### src/rtl/debug_uart_controller_pkg.sv
// Shared constants for the UART debug controller: command bytes, TX codes and
// the sequencer state encoding.
package debug_uart_controller_pkg;

    localparam logic [7:0] CMD_RUN  = 8'h63;
    localparam logic [7:0] CMD_STEP = 8'h73;
    localparam logic [7:0] CMD_RST  = 8'h72;
    localparam logic [7:0] CMD_DUMP = 8'h64;

    localparam logic [7:0] TX_TERM  = 8'h0A;
    localparam logic [7:0] TX_NAK   = 8'h3F;

    localparam int         ST_W     = 4;
    localparam logic [3:0] ST_IDLE   = 4'd0;
    localparam logic [3:0] ST_FETCH  = 4'd1;
    localparam logic [3:0] ST_DECODE = 4'd2;
    localparam logic [3:0] ST_RUN    = 4'd3;
    localparam logic [3:0] ST_STEP   = 4'd4;
    localparam logic [3:0] ST_PRST   = 4'd5;
    localparam logic [3:0] ST_LOAD   = 4'd6;
    localparam logic [3:0] ST_SEND   = 4'd7;
    localparam logic [3:0] ST_END    = 4'd8;
    localparam logic [3:0] ST_ERR    = 4'd9;

    function automatic logic is_tx_state(input logic [3:0] state);
        return (state == ST_SEND) || (state == ST_END) || (state == ST_ERR);
    endfunction

endpackage

### src/rtl/debug_uart_controller.sv
// Command sequencer between the UART byte FIFOs and the pipeline under debug:
// runs/steps/resets the pipeline and streams the debug word bank out as bytes.
module debug_uart_controller
    import debug_uart_controller_pkg::*;
#(
    parameter int DUMP_WORDS = 8,
    parameter int IDX_W      = $clog2(DUMP_WORDS)
) (
    input  logic             clock,
    input  logic             reset,
    input  logic             i_rx_empty,
    input  logic [7:0]       i_rx_data,
    output logic             o_rx_read_next,
    input  logic             i_tx_full,
    output logic             o_tx_write_flag,
    output logic [7:0]       o_tx_data,
    input  logic             i_halted,
    output logic             o_pipe_enable,
    output logic             o_pipe_reset,
    output logic [IDX_W-1:0] o_dump_index,
    input  logic [31:0]      i_dump_word
);

    logic [ST_W-1:0]  r_state;
    logic [ST_W-1:0]  w_next_state;
    logic [7:0]       r_cmd;
    logic [31:0]      r_shift;
    logic [1:0]       r_bytecnt;
    logic [IDX_W-1:0] r_dump_index;
    logic             r_load_wait;
    logic             w_last_word;
    logic             w_last_byte;

    assign w_last_word  = (r_dump_index == IDX_W'(DUMP_WORDS - 1));
    assign w_last_byte  = (r_bytecnt == 2'd3);
    assign o_dump_index = r_dump_index;

    // State register
    always_ff @(posedge clock or posedge reset) begin
        if (reset) begin
            r_state <= ST_IDLE;
        end else begin
            r_state <= w_next_state;
        end
    end

    // Next-state decode
    always_comb begin
        w_next_state = r_state;
        case (r_state)
            ST_IDLE:   w_next_state = i_rx_empty ? ST_IDLE : ST_FETCH;
            ST_FETCH:  w_next_state = ST_DECODE;
            ST_DECODE: begin
                case (r_cmd)
                    CMD_RUN:  w_next_state = ST_RUN;
                    CMD_STEP: w_next_state = ST_STEP;
                    CMD_RST:  w_next_state = ST_PRST;
                    CMD_DUMP: w_next_state = ST_LOAD;
                    default:  w_next_state = ST_ERR;
                endcase
            end
            ST_RUN:    w_next_state = i_halted ? ST_LOAD : ST_RUN;
            ST_STEP:   w_next_state = ST_LOAD;
            ST_PRST:   w_next_state = ST_IDLE;
            // The word mux is registered, so the captured word lags the index by a cycle
            ST_LOAD:   w_next_state = r_load_wait ? ST_SEND : ST_LOAD;
            ST_SEND: begin
                if (!i_tx_full && w_last_byte) begin
                    w_next_state = w_last_word ? ST_END : ST_LOAD;
                end else begin
                    w_next_state = ST_SEND;
                end
            end
            ST_END:    w_next_state = i_tx_full ? ST_END : ST_IDLE;
            ST_ERR:    w_next_state = i_tx_full ? ST_ERR : ST_IDLE;
            default:   w_next_state = ST_IDLE;
        endcase
    end

    // Output decode
    always_comb begin
        o_rx_read_next  = (r_state == ST_FETCH);
        o_tx_write_flag = is_tx_state(r_state) && !i_tx_full;
        o_pipe_enable   = (r_state == ST_STEP) || ((r_state == ST_RUN) && !i_halted);
        o_pipe_reset    = (r_state == ST_PRST);
        case (r_state)
            ST_SEND: o_tx_data = r_shift[31:24];
            ST_END:  o_tx_data = TX_TERM;
            ST_ERR:  o_tx_data = TX_NAK;
            default: o_tx_data = 8'h00;
        endcase
    end

    // Command, shift register, byte count and dump index
    always_ff @(posedge clock or posedge reset) begin
        if (reset) begin
            r_cmd        <= 8'h00;
            r_shift      <= 32'h0000_0000;
            r_bytecnt    <= 2'd0;
            r_dump_index <= '0;
            r_load_wait  <= 1'b0;
        end else begin
            case (r_state)
                ST_FETCH: r_cmd <= i_rx_data;
                ST_DECODE, ST_RUN, ST_STEP: begin
                    r_dump_index <= '0;
                    r_load_wait  <= 1'b0;
                end
                ST_LOAD: begin
                    if (r_load_wait) begin
                        r_shift     <= i_dump_word;
                        r_bytecnt   <= 2'd0;
                        r_load_wait <= 1'b0;
                    end else begin
                        r_load_wait <= 1'b1;
                    end
                end
                ST_SEND: begin
                    if (!i_tx_full) begin
                        r_shift   <= {r_shift[23:0], 8'h00};
                        r_bytecnt <= r_bytecnt + 2'd1;
                        if (w_last_byte && !w_last_word) begin
                            r_dump_index <= r_dump_index + IDX_W'(1);
                        end
                    end
                end
                ST_END: begin
                    if (!i_tx_full) begin
                        r_dump_index <= '0;
                    end
                end
                default: begin
                end
            endcase
        end
    end

endmodule

### config.mk
export PLATFORM = sky130hd
export DESIGN_NAME = debug_uart_controller
export DESIGN_NICKNAME = d
export VERILOG_FILES = /design/src/rtl/debug_uart_controller_pkg.sv /design/src/rtl/debug_uart_controller.sv
export SDC_FILE = /design/constraint.sdc
export NUM_CORES = 1
export LEC_CHECK = 0
export ABC_AREA = 1
export BUFFER_PORTS_ARGS = -buffer_cell sky130_fd_sc_hd__buf_4
export CORE_MARGIN = 4
export CORE_UTILIZATION = 45
export CTS_BUF_LIST = sky130_fd_sc_hd__clkbuf_4 sky130_fd_sc_hd__clkbuf_8
export CTS_CLUSTER_DIAMETER = 50
export DETAILED_ROUTE_END_ITERATION = 6
export GPL_ROUTABILITY_DRIVEN = 0
export PLACE_DENSITY = 0.7
export SYNTH_ARGS = -nofsm -noshare
export SYNTH_HDL_FRONTEND = slang
export SYNTH_SLANG_ARGS = --single-unit
export TNS_END_PERCENT = 10
### constraint.sdc
create_clock -name clock -period 2.2 [get_ports clock]
set_input_delay 0.11 -clock clock [delete_from_list [all_inputs] [get_ports clock]]
set_output_delay 0.11 -clock clock [all_outputs]
set_load 0.03 [all_outputs]
==> results of run 1 <==
## cell usage in the layout (no fill, tap or decap), types with 10 or more instances in the layout
cell type and count:
nand2_1 77, buf_4 61, dfrtp_1 50, inv_1 48
nor2_1 24, o21ai_0 22, o211ai_2 18, o21ai_2 18
nand3_1 14, o21ai_1 10
## state kept, by name (all words and copies together), names as in the netlist
register,cells
r_state,4
r_bytecnt,2
o_dump_index,3
r_cmd,8
r_load_wait,1
r_shift,32
## worst max-delay path by stage
stage / startpoint / endpoint / slack [ns] / depth (start not counted)
after floorplan: r_state[3]$_DFF_PP0_ / o_tx_data[0] / 0.47 / 6
after global placement: r_state[3]$_DFF_PP0_ / r_shift[29]$_DFFE_PP0P_ / 0.54 / 8
after detailed placement: r_state[3]$_DFF_PP0_ / r_shift[26]$_DFFE_PP0P_ / 0.44 / 8
after CTS: r_state[3]$_DFF_PP0_ / o_tx_data[0] / 0.22 / 6
after global routing: r_state[3]$_DFF_PP0_ / o_tx_data[1] / 0.10 / 6
final: r_state[3]$_DFF_PP0_ / o_tx_data[1] / 0.24 / 6
## logic make-up after synthesis
family,after synthesis,share of synthesized area
flip-flops,50,0.459
adder cells (fa/ha/maj),3,0.0138
AND/OR/NAND/NOR,128,0.198
buffers and inverters,68,0.108
AO/OA/AOI/OAI,77,0.222
## power by group
group / switching [mW] / leakage [nW] / internal [mW]
Combinational: 0.721 / 0.848 / 0.399
Sequential: 0.137 / 0.673 / 1.18
Clock: 0.280 / 0.0431 / 0.243
Total: 1.14 / 1.56 / 1.82
## metal layers
| metal | up-vias | share of wire | routed length (um) |
|---|---|---|---|
| li1 | 1159 | - | - |
| met1 | 992 | 0.48 | 2700 |
| met2 | 43 | 0.46 | 2610 |
| met3 | 4 | 0.048 | 272 |
| met4 | 0 | 0.0091 | 51 |
| met5 | - | 0 | 0 |
## critical path: cells and delay by family, from the launching register on
kind            cells  cell delay (ns)
buf+inv             3             0.45
simple gates        2             0.45
flops               1             0.42
compound gates      1             0.23
## Yosys cell counts
master and number:
a21oi_1 2, a31oi_1 1, buf_2 7, buf_4 2, buf_6 3, clkbuf_1 1
clkinv_1 2, dfrtp_1 50, ha_1 3, inv_1 49, inv_2 4, nand2_1 77
nand2_2 2, nand2_4 1, nand3_1 14, nand3_2 1, nand3b_1 1, nand4_1 1
nor2_1 24, nor2_2 2, nor2_4 1, nor3_1 4, o211ai_1 6, o211ai_2 18
o21ai_0 22, o21ai_1 10, o21ai_2 18
## area by class of cell
| cell class | count | share of cell area |
|---|---|---|
| repair buffers | 64 | 0.153 |
| inverters | 55 | 0.0621 |
| multi-input cells | 208 | 0.356 |
| flip-flops and latches | 50 | 0.376 |
| clock buffers | 6 | 0.0248 |
| well taps | 75 | 0.0282 |
## through the flow
step	power [mW]	instance area (um^2)	worst slack, ns	hold slack [ns]	util
after floorplan	2.12	2730	0.465	0.220	-
after global placement	2.41	3230	0.537	0.177	0.549
after detailed placement	2.46	3230	0.444	0.177	0.549
after CTS	2.99	3320	0.218	0.000713	0.565
after global routing	3.19	3320	0.103	0.0109	0.565
final	2.96	3320	0.240	0.00627	0.565
## timing repair
item | CTS | global route
endpoints found under the setup margin | 0 | 0
endpoints found under the hold margin | 22 | 0
hold buffers | 1 | 0
setup buffers | 0 | 0
==> impl_metrics.tcl, run 1 <==
set metrics [dict create \
    ys_ff_latch 50 \
    min_to "r_cmd[1]$_DFFE_PP0P_" \
    grt_start_max_net_pins 57 \
    drt_iter0_drc 113 \
    hold_class "input port to flip-flop" \
    htreeDepth 2 \
    num-nets-final 432 \
    slew_viol_final 0 \
    grt_first_pass_wirelength_um 9580 \
    synth_top_area_frac 0.459 \
    numCtsBuffers 5 \
    met1_usage 0.230 \
    yosysTopAreaCell "dfrtp_1" \
    worst_pin_slew_ns 0.487 \
    postRouteAntennaNets 0 \
    antennaDiodeCount 0 \
    cp.arrival_ns 1.85 \
    r2r-start "r_state[3]$_DFF_PP0_" \
    die_y_um 85.9 \
    crit_chain "inv_2 -> nand2_1 -> nor2_4 -> inv_2 -> o21ai_0 -> buf_4" \
    drc 0 \
    seq_area_frac_synth 0.459 \
    port_buffers 59 \
    coreArea_mm2 0.00589 \
    pin_count 60 \
    antenna_found_initial 0 \
    period_needed_ns 1.96 \
    gr-total-overflow 0 \
    path_clk_slew_ns 0.08 \
    p_leak_nw 1.56 \
    cts_tree "yes" \
    vias 2198 \
    p_per_area_mw_per_mm2 890 \
    critical-path-slowest-cell "dfrtp_1" \
    min-delay-start "i_rx_data[1]" \
    multiInputGateArea_mm2 0.00118 \
    required_ns 2.09 \
    fmax_mhz 510 \
    hpwl_um 4190 \
    die_w_um 85.9 \
    fillers 567 \
    grt.total_usage 0.160 \
    grt_pass1_vias 2102 \
    status "finished, final reports clean" \
    grt_busiest_layer "met2" \
    initial_core_util 0.463 \
    use_met2 0.250 \
    dpl.cell_count 451 \
    syn-num-nets 374 \
    clock_latency_ns 0.30 \
    finalCritPeriodShare 0.891 \
    clock-sinks 50 \
    final_cells 458 \
    syn_to_final_growth_pct 21.9 \
    critPathMaxStageDelay_ns 0.42 \
    wl_per_cell_um 12.3 \
    clk_path_buf_depth 2 \
    synth_area_mm2 0.00273 \
    seqCellArea_mm2 0.00125 \
    root_buffer "clkbuf_8" \
    cap_violations 0 \
    drtPass1Iterations 4 \
    wl_um 5640 \
    min_path_cells 3 \
    worst_r2r_endpoint "r_shift[26]$_DFFE_PP0P_" \
    rows 28 \
    synth.avg_cell_area_um2 8.37 \
    path_class "flip-flop to primary output" \
    ir_drop_v 0.000530 \
    cp_max_fo 15 \
    dieArea_mm2 0.00737 \
    avgViaCountPerCell 4.80 \
    synthTopCellsByArea "dfrtp_1, nand2_1, o211ai_2" \
    met3_usage 0.0355 \
    path_common_cell "inv_2" \
    reg2reg_slack_ns 0.42 \
    setup_viol 0 \
    tns_ns 0 \
    final.setup_skew_ns 0.00406 \
    yosysWarningCount 0 \
    ys_types 27 \
    slew_headroom 0.675 \
    crit_path_start_kind "flip-flop" \
    endpoint_kind "primary output" \
    netlist_instances 326 \
    rsz0062_at_grt "no" \
    finalHoldViolCount 0 \
    cts_resized 0 \
    drive_above_1_share 0.305 \
    r2r_cells 8 \
]
(Power assumes the default switching activity.)
==> run 2, diff against run 1 <==
Settings changed: CORE_UTILIZATION 45 to 60, PLACE_DENSITY 0.7 to 0.89.
==> run 2 against run 1 <==
Count of clock-buffer cells in the layout unchanged. Largest cell class unchanged. Critical path type unchanged. Highest routed layer unchanged. Final area decreased by 0.83%. Clock skew increased by 0.00061 ns. Sequential cell count unchanged.
==> impl_metrics.tcl, run 2 (synthesized netlist as in run 1, its figures left out) <==
set metrics [dict create \
    min-delay-start "i_rx_data[6]" \
    hpwl_um 4590 \
    hold_class "input port to flip-flop" \
    htreeDepth 2 \
    placed_cell_area_mm2 0.00319 \
    grt.total_usage 0.221 \
    finalCritPeriodShare 0.933 \
    finalHoldViolCount 0 \
    endpoint_kind "primary output" \
    seqCellArea_mm2 0.00125 \
    gr-total-overflow 0 \
    pin_count 60 \
    p_int_mw 1.81 \
    drc 0 \
    final.setup_skew_ns 0.00467 \
    multiInputGateArea_mm2 0.00118 \
    cp_max_fo 33 \
    dieArea_mm2 0.00569 \
    layout_commonest_cell "nand2_1" \
    path_class "flip-flop to primary output" \
    fin_ws_ns 0.146 \
    rows 24 \
    fillers 335 \
    clock-sinks 50 \
    r2r_cells 8 \
    clk_path_buf_depth 2 \
    p_per_area_mw_per_mm2 905 \
    die_w_um 75.4 \
    drtPass1Iterations 4 \
    grt_first_pass_wirelength_um 9630 \
    grt_start_max_net_pins 51 \
    p_clk_frac 0.177 \
    min_to "r_cmd[6]$_DFFE_PP0P_" \
    crit_path_start_kind "flip-flop" \
    reg_top3 "r_shift: 32 flops, r_cmd: 8 flops, r_state: 4 flops" \
    initial_core_util 0.622 \
    vias 2309 \
    p_sw_frac 0.394 \
    antenna_found_initial 0 \
    port_buffers 59 \
    switching_power_mw 1.18 \
    path_clk_slew_ns 0.09 \
    regMostFlops "r_shift" \
    required_ns 2.09 \
    dpl_worst_slack_ns 0.433 \
    worst_hold_slack_ns 0.0110 \
    avgViaCountPerCell 5.26 \
    worst_r2r_endpoint "r_shift[10]$_DFFE_PP0P_" \
    min_path_cells 3 \
    grt_pass1_vias 2165 \
    coreArea_mm2 0.00438 \
    syn_to_final_growth_pct 20.9 \
    wl_um 5940 \
    slew_headroom 0.588 \
    numCtsBuffers 5 \
    root_buffer "clkbuf_8" \
    cap_violations 0 \
    largest_register_ffs 32 \
    worst_pin_slew_ns 0.618 \
    p_seq_frac 0.442 \
    die_y_um 75.4 \
    ir_drop_v 0.000684 \
    final_cell_mix "nand2_1, buf_4, dfrtp_1, inv_1, nor2_1" \
    cts_tree "yes" \
    num-nets-final 435 \
    drt_iter0_drc 200 \
    p_leak_nw 1.57 \
    rsz0062_at_grt "no" \
    setup_viol 0 \
    drive_above_1_share 0.310 \
    postRouteAntennaNets 0 \
    p_comb_frac 0.381 \
    clock_latency_ns 0.30 \
    period_needed_ns 2.05 \
    tns_ns 0 \
    fmax_mhz 487 \
    slew_viol_final 0 \
    r2r-start "r_state[3]$_DFF_PP0_" \
    antennaDiodeCount 0 \
    finish.utilization 0.752 \
    reg2reg_slack_ns 0.40 \
    fin_area_mm2 0.00330 \
    status "finished, final reports clean" \
    cp.arrival_ns 1.94 \
    wl_per_cell_um 13.5 \
]
## run 2: changes by cell type in the layout (fill, tap and decap cells not counted), sizes merged
cell and change:
buf +2, clkinvlp +1, dlygate4sd3 +1
## run 2: final cells by class
cell class                      count  area share
Sequential cell                    50       0.380
Multi-Input combinational cell    208       0.359
Tap cell                           52      0.0197
Clock inverter                      1     0.00228
Clock buffer                        6      0.0231
Inverter                           55      0.0626
Timing Repair Buffer               67       0.154
## run 2: worst max-delay path by stage
stage | from | to | slack [ns] | depth (start not counted)
finish | r_state[3]$_DFF_PP0_ | o_tx_data[4] | 0.15 | 7
global route | r_state[3]$_DFF_PP0_ | o_tx_data[5] | 0.02 | 7
CTS | r_state[3]$_DFF_PP0_ | o_tx_data[4] | 0.15 | 7
detailed placement | r_state[3]$_DFF_PP0_ | r_shift[12]$_DFFE_PP0P_ | 0.43 | 8
global placement | r_state[3]$_DFF_PP0_ | r_shift[12]$_DFFE_PP0P_ | 0.50 | 8
floorplan | r_state[3]$_DFF_PP0_ | o_tx_data[0] | 0.47 | 6
## run 2: critical path, cell delays in order (launching register included)
cell and delay [ns]:
dfrtp_1 0.42, inv_2 0.07, nand2_1 0.09, nor2_4 0.13
buf_4 0.37, inv_2 0.17, o21ai_0 0.20, buf_4 0.19
## run 2: power groups by stage
stage	Clock, mW	Sequential, mW	Combinational, mW
after global placement	0	1.32	1.08
final	0.528	1.32	1.14
after floorplan	0	1.31	0.813
after detailed placement	0	1.34	1.13
after global routing	0.572	1.35	1.28
after CTS	0.539	1.32	1.14
## run 2: timing repair
action                                 4_1_cts  5_1_grt
hold buffers                                 2        0
endpoints found under the hold margin       51        0
setup buffers                                0        0
resized for setup                            0        0
## run 2: per-stage QoR
stage | power (mW) | instances
2_1_floorplan | 2.12 | 326
3_3_place_gp | 2.40 | 430
3_5_place_dp | 2.47 | 430
4_1_cts | 3.00 | 439
5_1_grt | 3.20 | 439
6_report | 2.98 | 439
## run 2: metal layers
metal,global-route usage,part of all wire,vias up
met4,0.0602,0.012,0
met2,0.375,0.52,65
met1,0.291,0.42,1068
met3,0.0422,0.045,10
met5,0,0,-
li1,-,-,1166
